### config.mk
export PLATFORM = sky130hd
export DESIGN_NAME = mac_dot_flat
export DESIGN_NICKNAME = d
export VERILOG_FILES = /design/src/rtl/mac_dot_if.sv /design/src/rtl/mac_dot.sv /design/src/flat_wrapper.sv
export SDC_FILE = /design/constraint.sdc
export NUM_CORES = 1
export LEC_CHECK = 0
export CAP_MARGIN = 20
export CORE_MARGIN = 5
export CORE_UTILIZATION = 34
export CTS_CLUSTER_DIAMETER = 150
export DETAILED_ROUTE_END_ITERATION = 10
export GPL_TIMING_DRIVEN = 0
export HOLD_SLACK_MARGIN = 0.06
export SYNTH_ARGS = -nofsm -noshare
export SYNTH_HDL_FRONTEND = slang
export SYNTH_SLANG_ARGS = --single-unit
### constraint.sdc
create_clock -name clk -period 5.06 [get_ports clk]
set_input_delay 0.759 -clock clk [delete_from_list [all_inputs] [get_ports clk]]
set_output_delay 0.759 -clock clk [all_outputs]
set_load 0.01 [all_outputs]
### src/rtl/mac_dot_if.sv
// mac_dot_if: operand stream and result handshake bundle for mac_dot.
interface mac_dot_if #(
  parameter int A_W   = 8,
  parameter int B_W   = 8,
  parameter int ACC_W = 26
);
  logic                    in_vld;
  logic                    in_rdy;
  logic signed [A_W-1:0]   a;
  logic signed [B_W-1:0]   b;
  logic                    out_vld;
  logic                    out_rdy;
  logic signed [ACC_W-1:0] acc_out;
  logic                    ovf;
  modport master (output in_vld, a, b, out_rdy, input in_rdy, out_vld, acc_out, ovf);
  modport slave  (input in_vld, a, b, out_rdy, output in_rdy, out_vld, acc_out, ovf);
endinterface

### src/rtl/mac_dot.sv
// mac_dot: streaming signed dot-product MAC, multiply then accumulate stages, held result register.
// Define SATURATE_EN for clamping adds with a sticky per-vector ovf flag; otherwise adds wrap.
module mac_dot #(
  parameter int A_W   = 8,
  parameter int B_W   = 8,
  parameter int ACC_W = 26,
  parameter int LEN   = 16
) (
  input logic      clk,
  input logic      rst,
  input logic      clr,
  mac_dot_if.slave io
);
  localparam int P_W = A_W + B_W;
  localparam int C_W = LEN > 1 ? $clog2(LEN) : 1;
  if (ACC_W < A_W + B_W) begin : g_acc_w_chk
    $error("mac_dot: ACC_W must be at least A_W+B_W");
  end
  logic [C_W-1:0]          cnt_q, cnt_d;
  logic signed [P_W-1:0]   p_q, p_d;
  logic                    p_vld_q, p_vld_d, p_last_q, p_last_d;
  logic signed [ACC_W-1:0] acc_q, acc_d, acc_out_q, acc_out_d, sum;
  logic                    out_vld_q, out_vld_d;
  logic                    stall, take, add;
  assign stall     = out_vld_q && !io.out_rdy;
  assign io.in_rdy = !rst && !clr && !stall;
  assign take      = io.in_vld && io.in_rdy;
  assign add       = p_vld_q && !stall && !clr;
`ifdef SATURATE_EN
  logic signed [ACC_W:0] wide;
  logic                  clamp, sat_q, sat_d, ovf_q, ovf_d;
  always_comb begin
    wide  = (ACC_W+1)'(acc_q) + (ACC_W+1)'(p_q);
    clamp = wide[ACC_W] != wide[ACC_W-1];
    sum   = clamp ? {wide[ACC_W], {(ACC_W-1){~wide[ACC_W]}}} : wide[ACC_W-1:0];
    sat_d = clr ? 1'b0 : add ? !p_last_q && (sat_q || clamp) : sat_q;
    ovf_d = add && p_last_q ? sat_q || clamp : ovf_q;
  end
  always_ff @(posedge clk) begin
    sat_q <= rst ? 1'b0 : sat_d;
    ovf_q <= rst ? 1'b0 : ovf_d;
  end
  assign io.ovf = ovf_q;
`else
  assign sum    = acc_q + ACC_W'(p_q);
  assign io.ovf = 1'b0;
`endif
  always_comb begin
    cnt_d     = cnt_q;
    p_d       = p_q;
    p_vld_d   = p_vld_q;
    p_last_d  = p_last_q;
    acc_d     = acc_q;
    acc_out_d = acc_out_q;
    out_vld_d = stall;
    if (clr) begin
      cnt_d   = '0;
      p_vld_d = 1'b0;
      acc_d   = '0;
    end else if (!stall) begin
      p_vld_d = take;
      if (take) begin
        p_d      = P_W'(io.a) * P_W'(io.b);
        p_last_d = cnt_q == C_W'(LEN - 1);
        cnt_d    = p_last_d ? '0 : cnt_q + C_W'(1);
      end
    end
    // the final product of a vector bypasses acc straight into the held result
    if (add) begin
      acc_d = p_last_q ? '0 : sum;
      if (p_last_q) begin
        acc_out_d = sum;
        out_vld_d = 1'b1;
      end
    end
  end
  always_ff @(posedge clk) begin
    if (rst) begin
      cnt_q     <= '0;
      p_q       <= '0;
      p_vld_q   <= 1'b0;
      p_last_q  <= 1'b0;
      acc_q     <= '0;
      acc_out_q <= '0;
      out_vld_q <= 1'b0;
    end else begin
      cnt_q     <= cnt_d;
      p_q       <= p_d;
      p_vld_q   <= p_vld_d;
      p_last_q  <= p_last_d;
      acc_q     <= acc_d;
      acc_out_q <= acc_out_d;
      out_vld_q <= out_vld_d;
    end
  end
  assign io.out_vld = out_vld_q;
  assign io.acc_out = acc_out_q;
endmodule
### src/flat_wrapper.sv
// flat-port wrapper written by rule: the top's interface ports become plain ports
module mac_dot_flat 
#(
  parameter int A_W   = 8,
  parameter int B_W   = 8,
  parameter int ACC_W = 26,
  parameter int LEN   = 16
)
  (clk, rst, clr, io_in_vld, io_a, io_b, io_out_rdy, io_in_rdy, io_out_vld, io_acc_out, io_ovf);
  mac_dot_if #(.A_W(A_W), .B_W(B_W), .ACC_W(ACC_W)) io_i ();
  input logic clk;
  input logic rst;
  input logic clr;
  input wire logic [$bits(io_i.in_vld)-1:0] io_in_vld;
  input wire logic [$bits(io_i.a)-1:0] io_a;
  input wire logic [$bits(io_i.b)-1:0] io_b;
  input wire logic [$bits(io_i.out_rdy)-1:0] io_out_rdy;
  output wire logic [$bits(io_i.in_rdy)-1:0] io_in_rdy;
  output wire logic [$bits(io_i.out_vld)-1:0] io_out_vld;
  output wire logic [$bits(io_i.acc_out)-1:0] io_acc_out;
  output wire logic [$bits(io_i.ovf)-1:0] io_ovf;
  assign io_i.in_vld = io_in_vld;
  assign io_i.a = io_a;
  assign io_i.b = io_b;
  assign io_i.out_rdy = io_out_rdy;
  assign io_in_rdy = io_i.in_rdy;
  assign io_out_vld = io_i.out_vld;
  assign io_acc_out = io_i.acc_out;
  assign io_ovf = io_i.ovf;
  mac_dot #(.A_W(A_W), .B_W(B_W), .ACC_W(ACC_W), .LEN(LEN)) u_core (.clk(clk), .rst(rst), .clr(clr), .io(io_i));
endmodule
* Word level (Yosys, flattened, before mapping) *
Index checks and enable logic that the tools add are counted.

operators by class
  reduce and logical (&&, ||, !) cells = 15
  add/subtract/negate cells = 2
  bitwise logic cells = 2
  equal/unequal tests = 1
  muxes and demuxes = 6
  multiply operators = 1

operator list
  kind                                                            count
  26-bit 2-to-1 mux                                               3
  26-bit by 16-bit adder with 26-bit output                       1
  8-bit by 8-bit multiplier with 16-bit output                    1
  1-bit logical AND                                               6
  4-bit by 1-bit adder with 4-bit output (second input constant)  1
  4-bit equality test (second input constant)                     1
  1-bit logical NOT                                               4
  4-bit 2-to-1 mux                                                1
  2-bit AND reduction                                             2
  3-bit AND reduction                                             1
  1-bit 2-to-1 mux                                                2
  1-bit NOT                                                       2
  2-bit nonzero test                                              1
  2-bit OR reduction                                              1

word-level totals
  input port bits = 21
  output and inout bits = 29
  bits in registers = 75
  word-level logic and storage cells = 34

* Logic depth before layout (Yosys ltp) *
  depth in word-level cells = 6
  depth in mapped cells = 18
  depth with buffers taken out = 18

* Worst setup path after synthesis *
Ideal clock, no wire load.

  path kind = input -> register
  start = input io_a[3]
  end = register u_core.p_q[14]
  path buffers = 0
  setup slack = 0.359 ns
  required time = 4.998 ns
  stages = 17
  setup time = 0.062 ns
  arrival time = 4.639 ns
  path through = and2_1 fa_1 inv_1 fa_1 inv_1 fa_1 inv_1 fa_1 inv_1 ha_1 o21ai_0 a21boi_0 o21ai_0 a21oi_1 o2111ai_1 a2111o_1 nand3_1

on the way
  word-level cells in the longest chain between the ends = 1

RTL lines
  item                                          line                RTL
  start, declared                               flat_wrapper.sv:15  input wire logic [$bits(io_i.a)-1:0] io_a;
  8-bit by 8-bit multiplier with 16-bit output  mac_dot.sv:63       p_d = P_W'(io.a) * P_W'(io.b);
  end signal, assigned                          mac_dot.sv:88       p_q <= p_d;
  end, declared                                 mac_dot.sv:20       logic signed [P_W-1:0] p_q, p_d;

Every way passes these cells.
A chain may end at the register's enable or synchronous reset.

* Worst setup path in the final report *
  start = input io_b[2]
  end = register u_core.p_q[13]

on the way
  word-level cells in the longest chain between the ends = 1

RTL lines
  item                                          line                RTL
  start, declared                               flat_wrapper.sv:16  input wire logic [$bits(io_i.b)-1:0] io_b;
  8-bit by 8-bit multiplier with 16-bit output  mac_dot.sv:63

Every way passes these cells.

==> results.sh <==
export IMPL_post_cts_buffers=0
export IMPL_drt_iter0_drc=169
export IMPL_whs_endpoint="u_core.io.acc_out[10]$_SDFFE_PP0P_"
export IMPL_reg2regPathDepth=10
export IMPL_nFillCells=1937
export IMPL_ys_warn_count=0
export IMPL_yosys_area_top_type="dfxtp_1"
export IMPL_cts_tree="built"
export IMPL_die_area_um2=22100
export IMPL_worstPathRequired_ns=5.32
export IMPL_cts_buffers=9
export IMPL_period_share_pct=94.8
export IMPL_p_leak_nw=3.32
export IMPL_routed_via_count=5260
export IMPL_io_pin_count=50
export IMPL_num_rows=50
export IMPL_slowest_delay_ns=0.63
export IMPL_cp_end_kind="register"
export IMPL_synthTopCellsByArea="dfxtp_1 23%, fa_1 17%, ha_1 11%, nand2_1 5.6%, inv_1 5.4%"
export IMPL_place_inst=1082
export IMPL_ys_ff_latch=75
export IMPL_avgRoutedWirePerCell_um=13.3
export IMPL_hold_violations=0
export IMPL_place_detailed_hpwl_um=11800
export IMPL_synthesis_nets=907
export IMPL_core_region_area_um2=18800
export IMPL_antenna_found_initial=0
export IMPL_numPortBuffers=47
export IMPL_critPathKind="input port to register"
export IMPL_final_common_cell="nand2_1"
export IMPL_grt_pass1_wl_um=25400
export IMPL_vdd_ir_drop_max_uv=180
export IMPL_hp_start="u_core.io.acc_out[10]$_SDFFE_PP0P_"
export IMPL_tightest_slew_ns=0.761
export IMPL_finalSetupViolCount=0
export IMPL_slew_headroom_pct=48.8
export IMPL_multi_input_area_um2=4590
export IMPL_hold_buffers=0
export IMPL_yosysSeqAreaShare_pct=22.9
export IMPL_drc=0
export IMPL_clk_latency_ns=0.33
export IMPL_start_util_pct=34.8
export IMPL_r2r_start="u_core.acc_q[0]$_SDFFE_PP0P_"
export IMPL_seqCellArea_um2=1500
export IMPL_worst_setup_path_start_kind="input port"
export IMPL_antenna_cells=0
export IMPL_fin_skew_ns=0.00563
export IMPL_nNetsFinal=965
export IMPL_p_per_area_nw_per_um2=316
export IMPL_synth_area_um2=6550
export IMPL_rr_endpoint="u_core.acc_q[18]$_SDFFE_PP0P_"
export IMPL_cts_max_path_buffers=2
export IMPL_viasPerCell=4.79
export IMPL_wirelength_um=14600
export IMPL_layout_area_overhead_vs_synth_pct=16.5
export IMPL_place_congestion=0.855
export IMPL_crit_arrival_ns=5.06
export IMPL_cp_max_fo=8
export IMPL_stdcell_count=1097
export IMPL_status="complete, no violations"
export IMPL_clk_pin_slew_ns=0.06
export IMPL_synthCells=775
export IMPL_htreeDepth=3
export IMPL_cts_root_buf="clkbuf_16"
export IMPL_period_minus_slack_ns=4.80
export IMPL_hold_class="register to register"
export IMPL_ys_flop_type="dfxtp_1"
export IMPL_ant_nets=0
export IMPL_yosysTopAreaCellShare_pct=22.9
export IMPL_firstDrtPassIters=5
export IMPL_synth_edf_count=0
export IMPL_cp_cell_sequence="dlygate4sd2_1 -> nand2_1 -> inv_1 -> fa_2 -> inv_1 -> fa_1 -> inv_1 -> fa_1 -> inv_1 -> fa_1 -> inv_1 -> ha_1 -> a31o_2 -> a211oi_1 -> xnor2_1 -> nand2_1 -> a21oi_1"
export IMPL_cap_violations=0
export IMPL_track_usage_pct=13.8
export IMPL_grt_start_max_net_pins=16
export IMPL_die_y_um=149
export IMPL_placed_area_um2=7340
export IMPL_design_area_um2=7620
export IMPL_holdPathStages=2
export IMPL_slowest_stage="fa_2"
export IMPL_grt_pass1_vias=5127
export IMPL_dieWidth_um=149
export IMPL_crit_top_cell="inv_1"
export IMPL_rsz0062_at_grt="false"
export IMPL_maxSlewViolCount=0
export IMPL_avgSynthCellArea_um2=8.45
export IMPL_async_flop_share_pct=0
export IMPL_cts_sinks=75
export IMPL_r2r_slack_ns=2.22
export IMPL_grt_ovfl_total=0
export IMPL_synth_cell_type_count=59
export IMPL_max_freq_mhz=208
export IMPL_drive_above_1_share_pct=4.90
export IMPL_layout_common_cells="97 x nand2_1, 94 x inv_1, 75 x dfxtp_1"
final cells by class:
type                       instances  area share, %
timing repair buffer              47           5.87
sequential                        75           19.7
clock buffer                      11           3.18
inverter                          94           4.63
clock inverter                     4          0.673
buffer                            27           1.44
tap                              260           4.27
multi-input combinational        579           60.2
Yosys cell counts, types with 3 or more instances:
library cell / count
o21ai_0: 16
xnor2_1: 24
inv_1: 94
o2111ai_1: 4
nand4_1: 5
a21oi_1: 66
o21bai_1: 4
o21a_1: 5
dfxtp_1: 75
o31ai_1: 4
a22oi_1: 10
xor2_1: 10
and2_1: 49
a31oi_1: 7
a31o_2: 3
or3_1: 4
nor3_1: 9
nor4b_1: 4
a211oi_1: 7
a21o_1: 15
nor2_1: 37
nor4_1: 3
nand2b_1: 3
nand2_1: 97
fa_1: 56
a22o_1: 11
nor2b_1: 12
clkbuf_1: 21
ha_1: 55
buf_2: 3
and3_1: 8
a21boi_0: 3
nand3_1: 19
o21ai_1: 3
per-layer routing:
metal  wire [um]  track usage, %
met3         366            1.22
met5           0               0
met1        7460            19.4
met2        6610            22.8
met4         202            3.98
what timing repair did:
action	CTS	global route
hold endpoints to repair	0	0
gates cloned	0	0
pin swaps	1	2
gates resized for setup	16	15
setup endpoints to repair	4	5
worst max path at each step:
stage | startpoint | endpoint | slack (ns) | cells after the start
2_1_floorplan | io_a[3] | u_core.p_q[14]$_SDFFE_PP0P_ | 0.36 | 17
3_3_place_gp | io_b[7] | u_core.p_q[14]$_SDFFE_PP0P_ | -0.57 | 17
3_5_place_dp | io_b[7] | u_core.p_q[14]$_SDFFE_PP0P_ | -0.59 | 17
4_1_cts | io_a[2] | u_core.p_q[14]$_SDFFE_PP0P_ | 0.008 | 17
5_1_grt | io_b[2] | u_core.p_q[13]$_SDFFE_PP0P_ | 0.0008 | 17
6_report | io_b[2] | u_core.p_q[13]$_SDFFE_PP0P_ | 0.26 | 17
cells by family (layout without fill, tap and decap cells):
logic type | count (synthesis) | after routing | share of synthesized area (%)
adder cells (fa/ha/maj) | 111 | 111 | 27.6
AND/OR/NAND/NOR | 257 | 257 | 19.5
flip-flops | 75 | 75 | 22.9
AO/OA/AOI/OAI | 173 | 173 | 17.6
multiplexers | 2 | 2 | 0.325
XOR/XNOR | 35 | 35 | 4.89
buffers and inverters | 121 | 183 | 7.07
other | 1 | 1 | 0.0573
per-stage QoR:
step           util (%)  hold WS [ns]  setup WS [ns]  power, mW  setup TNS, ns
6_report           40.5         0.451          0.263       2.41              0
5_1_grt            40.5         0.471       0.000786       2.66              0
4_1_cts            40.5         0.454        0.00813       2.44              0
3_5_place_dp       39.0         0.446         -0.586       1.79          -2.32
3_3_place_gp       39.0         0.442         -0.569       1.78          -2.11
2_1_floorplan         -         0.432          0.359       1.56              0
where the power goes:
group	internal, mW	switching, mW
clock	0.392	0.237
sequential	0.617	0.0263
combinational	0.500	0.635
total	1.51	0.898
worst max-delay path: cells and delay by family:
kind	cells	cell delay [ns]
adders and majority gates	5	2.59
buffers and inverters	6	0.69
AOI/OAI and AO/OA	3	0.64
and+or+nand+nor	2	0.22
xor gates and xnor gates	1	0.15
sequential cells by signal, indices dropped and copies added (netlist names):
| name | cells |
|---|---|
| u_core.acc_q | 26 |
| u_core.cnt_q | 4 |
| u_core.io.acc_out | 26 |
| u_core.io.out_vld | 1 |
| u_core.p_last_q | 1 |
| u_core.p_q | 16 |
| u_core.p_vld_q | 1 |
Power figures use the tool's default switching activity.
